**src/rtl/pipe_ctrl_if.sv**
```systemverilog
// pipe_ctrl_if: hazard/redirect bundle between the core stages and pipe_ctrl.
// master = the controller, slave = the pipeline stages.
interface pipe_ctrl_if;
  logic        stallreq_id;
  logic        stallreq_ex;
  logic        mem_access;
  logic        exc_valid;
  logic        eret;
  logic [31:0] epc_in;
  logic [5:0]  stall;
  logic        flush;
  logic [31:0] new_pc;
  logic        busy;
  logic        wdog_err;

  modport master (
    input  stallreq_id,
    input  stallreq_ex,
    input  mem_access,
    input  exc_valid,
    input  eret,
    input  epc_in,
    output stall,
    output flush,
    output new_pc,
    output busy,
    output wdog_err
  );

  modport slave (
    output stallreq_id,
    output stallreq_ex,
    output mem_access,
    output exc_valid,
    output eret,
    output epc_in,
    input  stall,
    input  flush,
    input  new_pc,
    input  busy,
    input  wdog_err
  );
endinterface

```
**src/rtl/pipe_ctrl.sv**
```systemverilog
// pipe_ctrl: stall vector, MEM wait sequencer and flush/redirect control.
// Optional stall watchdog enabled by defining PIPE_WDOG_EN.
module pipe_ctrl #(
  parameter int          WAIT_CYCLES = 2,
  parameter logic [31:0] EXC_BASE    = 32'h0000_0020,
  parameter int          WDOG_LIMIT  = 255
) (
  input  logic         clk,
  input  logic         rst,
  pipe_ctrl_if.master  bus
);

  localparam logic [1:0] RUN      = 2'd0;
  localparam logic [1:0] MEMWAIT  = 2'd1;
  localparam logic [1:0] REDIRECT = 2'd2;
  localparam logic [1:0] FLUSH    = 2'd3;

  localparam logic [5:0] ST_NONE = 6'b000000;
  localparam logic [5:0] ST_ID   = 6'b000111;
  localparam logic [5:0] ST_EX   = 6'b001111;
  localparam logic [5:0] ST_MEM  = 6'b011111;

  localparam logic [3:0] WLOAD = 4'(WAIT_CYCLES - 1);

  if (WAIT_CYCLES < 0 || WAIT_CYCLES > 15) begin : g_bad_wait
    $error("pipe_ctrl: WAIT_CYCLES out of range 0..15");
  end
  if (WDOG_LIMIT < 1 || WDOG_LIMIT > 65535) begin : g_bad_wdog
    $error("pipe_ctrl: WDOG_LIMIT out of range 1..65535");
  end

  logic [1:0]  state;
  logic [1:0]  state_d;
  logic [3:0]  wcnt;
  logic [3:0]  wcnt_d;
  logic [5:0]  stall_c;
  logic        take;
  logic        redir_req;
  logic [31:0] pc_next;
  logic        flush_q;
  logic [31:0] new_pc_q;

  assign redir_req = bus.exc_valid | bus.eret;
  // exc_valid outranks eret when both arrive together
  assign pc_next   = bus.exc_valid ? EXC_BASE : bus.epc_in;

  // next state, wait counter and raw stall vector
  always_comb begin
    state_d = state;
    wcnt_d  = wcnt;
    stall_c = ST_NONE;
    take    = 1'b0;
    case (state)
      RUN: begin
        if (redir_req) begin
          stall_c = ST_MEM;
          take    = 1'b1;
          state_d = REDIRECT;
        end else if (bus.mem_access && WAIT_CYCLES > 0) begin
          stall_c = ST_MEM;
          if (WAIT_CYCLES > 1) begin
            wcnt_d  = WLOAD;
            state_d = MEMWAIT;
          end
        end else if (bus.stallreq_ex) begin
          stall_c = ST_EX;
        end else if (bus.stallreq_id) begin
          stall_c = ST_ID;
        end
      end
      MEMWAIT: begin
        stall_c = ST_MEM;
        if (redir_req) begin
          take    = 1'b1;
          wcnt_d  = 4'd0;
          state_d = REDIRECT;
        end else begin
          wcnt_d = wcnt - 4'd1;
          if (wcnt == 4'd1) begin
            state_d = RUN;
          end
        end
      end
      REDIRECT: begin
        stall_c = ST_MEM;
        state_d = FLUSH;
      end
      FLUSH: begin
        state_d = RUN;
      end
      default: begin
        state_d = RUN;
        wcnt_d  = 4'd0;
      end
    endcase
  end

  // state, counter, flush pulse and redirect target registers
  always_ff @(posedge clk or negedge rst) begin
    if (!rst) begin
      state    <= RUN;
      wcnt     <= 4'd0;
      flush_q  <= 1'b0;
      new_pc_q <= 32'd0;
    end else begin
      state   <= state_d;
      wcnt    <= wcnt_d;
      flush_q <= (state == REDIRECT);
      if (take) begin
        new_pc_q <= pc_next;
      end
    end
  end

  // stall is held at zero for as long as reset is asserted
  assign bus.stall  = rst ? stall_c : ST_NONE;
  assign bus.flush  = flush_q;
  assign bus.new_pc = new_pc_q;
  assign bus.busy   = (state != RUN);

`ifdef PIPE_WDOG_EN
  localparam logic [15:0] LIM = 16'(WDOG_LIMIT);

  logic [15:0] wd_cnt;
  logic        wd_err;

  // count consecutive PC-stall cycles, saturate, latch the timeout flag
  always_ff @(posedge clk or negedge rst) begin
    if (!rst) begin
      wd_cnt <= 16'd0;
      wd_err <= 1'b0;
    end else begin
      if (!bus.stall[0]) begin
        wd_cnt <= 16'd0;
      end else if (wd_cnt != LIM) begin
        wd_cnt <= wd_cnt + 16'd1;
      end
      if (bus.stall[0] && wd_cnt == LIM - 16'd1) begin
        wd_err <= 1'b1;
      end
    end
  end

  assign bus.wdog_err = wd_err;
`else
  assign bus.wdog_err = 1'b0;
`endif

endmodule

```
**src/flat_wrapper.sv**
```systemverilog
// flat-port wrapper written by rule: the top's interface ports become plain ports
module pipe_ctrl_flat 
#(
  parameter int          WAIT_CYCLES = 2,
  parameter logic [31:0] EXC_BASE    = 32'h0000_0020,
  parameter int          WDOG_LIMIT  = 255
)
  (clk, rst, bus_stallreq_id, bus_stallreq_ex, bus_mem_access, bus_exc_valid, bus_eret, bus_epc_in, bus_stall, bus_flush, bus_new_pc, bus_busy, bus_wdog_err);
  pipe_ctrl_if bus_i ();
  input  logic clk;
  input  logic rst;
  input wire logic [$bits(bus_i.stallreq_id)-1:0] bus_stallreq_id;
  input wire logic [$bits(bus_i.stallreq_ex)-1:0] bus_stallreq_ex;
  input wire logic [$bits(bus_i.mem_access)-1:0] bus_mem_access;
  input wire logic [$bits(bus_i.exc_valid)-1:0] bus_exc_valid;
  input wire logic [$bits(bus_i.eret)-1:0] bus_eret;
  input wire logic [$bits(bus_i.epc_in)-1:0] bus_epc_in;
  output wire logic [$bits(bus_i.stall)-1:0] bus_stall;
  output wire logic [$bits(bus_i.flush)-1:0] bus_flush;
  output wire logic [$bits(bus_i.new_pc)-1:0] bus_new_pc;
  output wire logic [$bits(bus_i.busy)-1:0] bus_busy;
  output wire logic [$bits(bus_i.wdog_err)-1:0] bus_wdog_err;
  assign bus_i.stallreq_id = bus_stallreq_id;
  assign bus_i.stallreq_ex = bus_stallreq_ex;
  assign bus_i.mem_access = bus_mem_access;
  assign bus_i.exc_valid = bus_exc_valid;
  assign bus_i.eret = bus_eret;
  assign bus_i.epc_in = bus_epc_in;
  assign bus_stall = bus_i.stall;
  assign bus_flush = bus_i.flush;
  assign bus_new_pc = bus_i.new_pc;
  assign bus_busy = bus_i.busy;
  assign bus_wdog_err = bus_i.wdog_err;
  pipe_ctrl #(.WAIT_CYCLES(WAIT_CYCLES), .EXC_BASE(EXC_BASE), .WDOG_LIMIT(WDOG_LIMIT)) u_core (.clk(clk), .rst(rst), .bus(bus_i));
endmodule
```
**config.mk**
```make
export PLATFORM = sky130hd
export DESIGN_NAME = pipe_ctrl_flat
export DESIGN_NICKNAME = d
export VERILOG_FILES = /design/src/rtl/pipe_ctrl_if.sv /design/src/rtl/pipe_ctrl.sv /design/src/flat_wrapper.sv
export SDC_FILE = /design/constraint.sdc
export NUM_CORES = 1
export LEC_CHECK = 0
export BUFFER_PORTS_ARGS = -buffer_cell sky130_fd_sc_hd__buf_2
export CAP_MARGIN = 10
export CELL_PAD_IN_SITES_DETAIL_PLACEMENT = 0
export CELL_PAD_IN_SITES_GLOBAL_PLACEMENT = 1
export CORE_ASPECT_RATIO = 0.7
export CORE_MARGIN = 3
export CORE_UTILIZATION = 37
export DETAILED_ROUTE_END_ITERATION = 6
export PLACE_DENSITY_LB_ADDON = 0.1
export SYNTH_ARGS = -nofsm -noshare
export SYNTH_HDL_FRONTEND = slang
export SYNTH_SLANG_ARGS = --single-unit
```
**constraint.sdc**
```tcl
create_clock -name clk -period 2.6 [get_ports clk]
set_input_delay 0.52 -clock clk [delete_from_list [all_inputs] [get_ports clk]]
set_output_delay 0.52 -clock clk [all_outputs]
set_load 0.01 [all_outputs]
```
==> results.py, run 1 <==
metrics = {
    "outcome": {
        "status": "finished clean",
    },
    "timing": {
        "hold_viol_final": 0,
        "drv_slew": 0,
        "worstMarginPinSlew_ns": 0.521,
        "skew_ns": 0.00646,
        "period_share": 0.909,
        "rsz0062_at_grt": "false",
        "min_period_ns": 2.36,
        "setup-tns-final_ns": 0,
        "slew_headroom": 0.652,
        "max_freq_ghz": 0.423,
        "final-setup-viol-count": 0,
    },
    "cts": {
        "cts_tree": "yes",
        "clockBufferDepth": 2,
        "clk_latency_ns": 0.28,
        "cts_resized": 0,
        "path_clk_slew_ns": 0.07,
        "cts_root_buffer": "clkbuf_8",
        "postCtsSetupRepairBufs": 0,
        "cts.sinks": 39,
        "cts_hold_buf": 0,
        "htreeDepth": 2,
        "cts_made_buffers": 5,
    },
    "power": {
        "p_leak_nw": 1.26,
        "p_per_area_nw_per_um2": 1110,
        "power.total_mw": 2.73,
        "vdd_drop_max_mv": 0.415,
    },
    "placement": {
        "dpl_cell_area_sq_um": 2350,
        "placedCellCount": 340,
        "portBuffers": 77,
        "gp_congestion": 0.788,
        "hpwl_mm": 3.09,
    },
    "worst_setup_path": {
        "arrival_ns": 1.84,
        "end_kind": "output port",
        "critPathMaxStageDelay_ns": 0.46,
        "cp.required_ns": 2.08,
        "path_buf_inv": 2,
        "cpMaxStageDelayCell": "ha_1",
        "cp_max_fo": 13,
        "cp-startpoint": "u_core.state[0]$_DFFE_PN0P_",
        "worstSetupPathType": "register to output port",
        "start_kind": "register",
        "worst_path_dominant_cell_family": "adder cells",
        "crit_top_cell": "a21oi_1",
        "r2r_setup_slack_ns": 0.67,
        "r2r-start": "u_core.state[0]$_DFFE_PN0P_",
        "path_cells": "inv_1 -> ha_1 -> a21oi_1 -> a21oi_1 -> buf_2",
    },
    "yosys": {
        "synth-seq-cells": 39,
        "syn_area_sq_um": 1910,
        "ys_seq_area_frac": 0.510,
        "yosysWarnings": 0,
        "syn_inst": 205,
        "synth_cell_types": 34,
        "syn_avg_cell_area_sq_um": 9.33,
    },
    "floorplanning": {
        "die_w_um": 91.9,
        "ioPinCount": 80,
        "num_rows": 21,
        "core_area_sq_um": 4890,
        "dieArea_sq_um": 6080,
        "dieHeight_um": 66.2,
        "start_util": 0.391,
    },
    "grt": {
        "grt_usage": 0.147,
        "grt_pass1_wl_mm": 7.16,
        "grt_pass1_vias": 1469,
        "antenna_found_initial": 0,
        "grt_max_degree": 40,
        "grt-ovfl-total": 0,
    },
    "finish": {
        "area_delta_synth_final_pct": 28.9,
        "fin_area_sq_um": 2470,
        "register_area_sq_um": 976,
        "num-fill-cells": 494,
        "multi_input_area_sq_um": 837,
        "drive_above_1_share": 0.323,
        "fin_cells": 348,
        "antenna_cells": 0,
        "layout.nets": 323,
    },
    "route": {
        "drtPass1Iterations": 4,
        "wl_mm": 4.22,
        "drt_iter0_markers": 29,
        "final_antenna_net_count": 0,
        "route.detailed.drc": 0,
        "vias": 1573,
        "vias_per_cell": 4.52,
        "drt-wirelength-per-cell_um": 12.1,
    },
    "job": {
        "maxCapViolations": 0,
    },
    "min_path": {
        "hold_class": "input pin to asynchronous set/reset pin",
    },
}
power breakdown:
group | leakage, nW | internal, mW | switching [mW]
Combinational | 0.696 | 0.491 | 0.694
Sequential | 0.505 | 0.887 | 0.158
Clock | 0.0581 | 0.286 | 0.215
kinds of logic after synthesis:
family          Yosys count  share of synthesized area
simple gates             80                      0.209
compound gates           54                      0.167
flops                    39                      0.510
buf+inv                  23                     0.0615
fa+ha+maj                 6                     0.0392
mux                       2                     0.0105
other cells               1                    0.00196
synth_stat cells, drive strengths merged:
library cell   n  area, sq um
a21o           2         15.0
ha             6         75.1
nor4           1         6.26
nand2b        32          200
a41oi          1         8.76
nor2b          1         6.26
o31a           1         8.76
conb           1         3.75
a2111oi        2         17.5
a221oi         1         8.76
mux2i          2         20.0
o21ai         36          180
buf            8         61.3
or3            2         12.5
a22o           1         8.76
o22ai          1         6.26
o41ai          2         17.5
a21oi          3         15.0
or2            1         6.26
dfrtp         39          976
nand2         35          131
nor2           6         22.5
clkbuf         8         30.0
o2bb2ai        1         8.76
inv            7         26.3
o311ai         1         8.76
a211oi         1         7.51
nor3b          1         7.51
a211o          1         8.76
nand3b         1         7.51
worst paths after layout:
check / end / depth (start not counted)
setup / recovery: bus_stall[2] / 5
hold / removal: u_core.bus.flush$_DFF_PN0_ / 2
setup reg to reg: u_core.bus.new_pc[7]$_DFFE_PN0P_ / 5
hold reg to reg: u_core.bus.new_pc[20]$_DFFE_PN0P_ / 2
max in group asynchronous: u_core.bus.new_pc[23]$_DFFE_PN0P_ / 2
min in group clk: u_core.bus.new_pc[3]$_DFFE_PN0P_ / 3
layout by cell type, fill, tap and decap left out, drive strengths merged, types with 2 or more instances in the layout:
cell,n
buf,81
dfrtp,39
o21ai,36
nand2,35
nand2b,32
inv,7
nor2,6
ha,6
clkbuf,5
a21oi,3
or3,2
o41ai,2
mux2i,2
a21o,2
a2111oi,2
conb,2
clkinv,2
metrics by stage:
stage	util	hold WS (ns)	worst slack, ns
after global routing	0.505	0.355	0.0595
after detailed placement	0.482	0.466	0.468
after floorplan	-	0.224	0.496
after global placement	0.482	0.457	0.470
final	0.505	0.295	0.237
after CTS	0.505	0.313	0.217
worst register-to-register path, stage by stage (launching register included):
cell and delay, ns:
dfrtp_1 0.44, inv_1 0.09, ha_1 0.37, o22ai_4 0.46, buf_4 0.33, o21ai_0 0.13
area by class of cell:
type / count / area share
multi-input combinational: 144 / 0.339
timing repair buffer: 81 / 0.174
inverter: 7 / 0.0107
tap: 69 / 0.0350
sequential: 39 / 0.396
clock buffer: 5 / 0.0279
clock inverter: 3 / 0.0178
metal layers:
layer / global-route usage / vias to the layer above / wire length, um
met4: 0.0278 / 0 / 12
met1: 0.213 / 693 / 2220
met5: 0 / - / 0
met2: 0.223 / 46 / 1740
met3: 0.0398 / 2 / 252
li1: - / 832 / -
state kept, by name, summed over array words and instances (netlist names):
register           count
u_core.bus.new_pc     32
u_core.state           2
u_core.bus.flush       1
u_core.wcnt            4
Power figures use the tool's default switching activity.
==> run 2, diff against run 1 <==
--- a/config.mk
+++ b/config.mk
@@ -7,13 +7,11 @@
 export LEC_CHECK = 0
 export BUFFER_PORTS_ARGS = -buffer_cell sky130_fd_sc_hd__buf_2
 export CAP_MARGIN = 10
-export CELL_PAD_IN_SITES_DETAIL_PLACEMENT = 0
-export CELL_PAD_IN_SITES_GLOBAL_PLACEMENT = 1
 export CORE_ASPECT_RATIO = 0.7
 export CORE_MARGIN = 3
-export CORE_UTILIZATION = 37
+export CORE_UTILIZATION = 51
 export DETAILED_ROUTE_END_ITERATION = 6
-export PLACE_DENSITY_LB_ADDON = 0.1
+export PLACE_DENSITY = 0.84
 export SYNTH_ARGS = -nofsm -noshare
 export SYNTH_HDL_FRONTEND = slang
 export SYNTH_SLANG_ARGS = --single-unit
==> constraint.sdc (replaced) <==
create_clock -name clk -period 2.6 [get_ports clk]
set_input_delay 0.52 -clock clk [delete_from_list [all_inputs] [get_ports clk]]
set_output_delay 0.52 -clock clk [all_outputs]
set_load 0.02 [all_outputs]
==> run 2 against run 1 <==
Critical endpoint is now bus_stall[1]. Largest cell class unchanged. Clock-buffer cell count is 2 higher. Power is 3.8% higher. Cell count is 6.3% lower. Sequential power hardly changed.
==> results.py, run 2 (same netlist as run 1, synthesis figures left out) <==
metrics = {
    "outcome": {
        "status": "finished clean",
    },
    "worst_setup_path": {
        "worstSetupPathType": "register to output port",
        "r2r_setup_slack_ns": 0.86,
        "r2r-start": "u_core.state[0]$_DFFE_PN0P_",
        "critPathMaxStageDelay_ns": 0.45,
        "arrival_ns": 1.76,
        "cp.required_ns": 2.08,
        "start_kind": "register",
        "cpMaxStageDelayCell": "dfrtp_1",
        "r2r-end": "u_core.wcnt[2]$_DFFE_PN0P_",
        "worst_path_dominant_cell_family": "flip-flops",
        "path_buf_inv": 2,
        "r2r_cells": 5,
        "end_kind": "output port",
        "path_cells": "inv_1 -> ha_2 -> a21oi_1 -> a21oi_1 -> buf_2",
        "cp_max_fo": 13,
        "crit_top_cell": "a21oi_1",
    },
    "cts": {
        "cts_hold_buf": 0,
        "cts_root_buffer": "clkbuf_8",
        "clk_latency_ns": 0.28,
        "cts_tree": "yes",
        "cts_made_buffers": 5,
        "path_clk_slew_ns": 0.07,
        "clockBufferDepth": 2,
        "htreeDepth": 2,
        "cts.sinks": 39,
    },
    "power": {
        "p_leak_nw": 1.24,
        "power.total_mw": 2.83,
        "p_per_area_nw_per_um2": 1180,
        "vdd_drop_max_mv": 0.579,
    },
    "finish": {
        "drive_above_1_share": 0.319,
        "area_delta_synth_final_pct": 25.3,
        "final_common_cell": "buf_2",
        "final_cell_mix": "buf_2 (77), dfrtp_1 (39), nand2_1 (35)",
        "largest_reg_flops": 32,
        "layout.nets": 323,
        "antenna_cells": 0,
        "fin_util": 0.713,
    },
    "placement": {
        "pre_cts_ws_ns": 0.487,
        "portBuffers": 77,
        "hpwl_mm": 3.13,
        "gp_congestion": 0.871,
    },
    "min_path": {
        "hold_class": "input pin to asynchronous set/reset pin",
    },
    "grt": {
        "grt-ovfl-total": 0,
        "grt_pass1_vias": 1563,
        "antenna_found_initial": 0,
        "grt_usage": 0.194,
        "grt_max_degree": 40,
        "grt_pass1_wl_mm": 7.01,
    },
    "timing": {
        "rsz0062_at_grt": "false",
        "max_freq_ghz": 0.438,
        "period_share": 0.878,
        "hold_viol_final": 0,
        "setup_ws_ns": 0.318,
        "min_period_ns": 2.28,
        "drv_slew": 0,
        "setup-tns-final_ns": 0,
        "skew_ns": 0.00499,
        "final-setup-viol-count": 0,
    },
    "floorplanning": {
        "num_rows": 17,
        "dieHeight_um": 57.2,
        "start_util": 0.569,
        "die_w_um": 79.2,
        "dieArea_sq_um": 4530,
        "ioPinCount": 80,
        "core_area_sq_um": 3360,
    },
    "route": {
        "wl_mm": 4.19,
        "drt-wirelength-per-cell_um": 12.9,
        "vias_per_cell": 5.03,
        "drtPass1Iterations": 4,
        "drt_iter0_markers": 62,
        "vias": 1639,
        "final_antenna_net_count": 0,
        "route.detailed.drc": 0,
    },
    "job": {
        "maxCapViolations": 0,
    },
}
run 2: final cells by class:
class | count | area [sq um]
tap | 47 | 58.8
fill | 282 | 963
clock inverter | 1 | 5.00
timing repair buffer | 81 | 415
sequential | 39 | 976
multi-input combinational | 144 | 840
clock buffer | 7 | 76.3
inverter | 7 | 26.3
run 2: worst max path at each step:
| stage | start | to | depth (start not counted) |
|---|---|---|---|
| CTS | u_core.state[0]$_DFFE_PN0P_ | bus_stall[2] | 5 |
| global placement | u_core.state[0]$_DFFE_PN0P_ | bus_stall[2] | 5 |
| global route | u_core.state[0]$_DFFE_PN0P_ | bus_stall[1] | 5 |
| detailed placement | u_core.state[0]$_DFFE_PN0P_ | bus_stall[2] | 5 |
| finish | u_core.state[0]$_DFFE_PN0P_ | bus_stall[1] | 5 |
| floorplan | u_core.state[0]$_DFFE_PN0P_ | bus_stall[1] | 6 |
run 2: where the power goes:
group	internal [mW]	switching, mW	leakage (nW)	total [mW]
sequential	0.888	0.165	0.505	1.05
clock	0.188	0.190	0.0422	0.378
combinational	0.479	0.923	0.689	1.40
total	1.56	1.28	1.24	2.83
run 2: repair_timing:
item / in CTS / in global routing
buffers inserted: 0 / 0
gates resized for setup: 0 / 1
setup endpoints to repair: 0 / 3
run 2: stage by stage:
step	area, sq um	cells	hold slack, ns
6_report	2400	326	0.312
5_1_grt	2400	326	0.356
4_1_cts	2390	326	0.333
3_5_place_dp	2310	318	0.468
3_3_place_gp	2310	318	0.459
2_1_floorplan	1920	206	0.224
run 2: per-layer routing:
metal	wire, um	GRT usage
met1	1980	0.267
met2	1860	0.315
met3	331	0.0521
met4	16	0.0319
met5	0	0
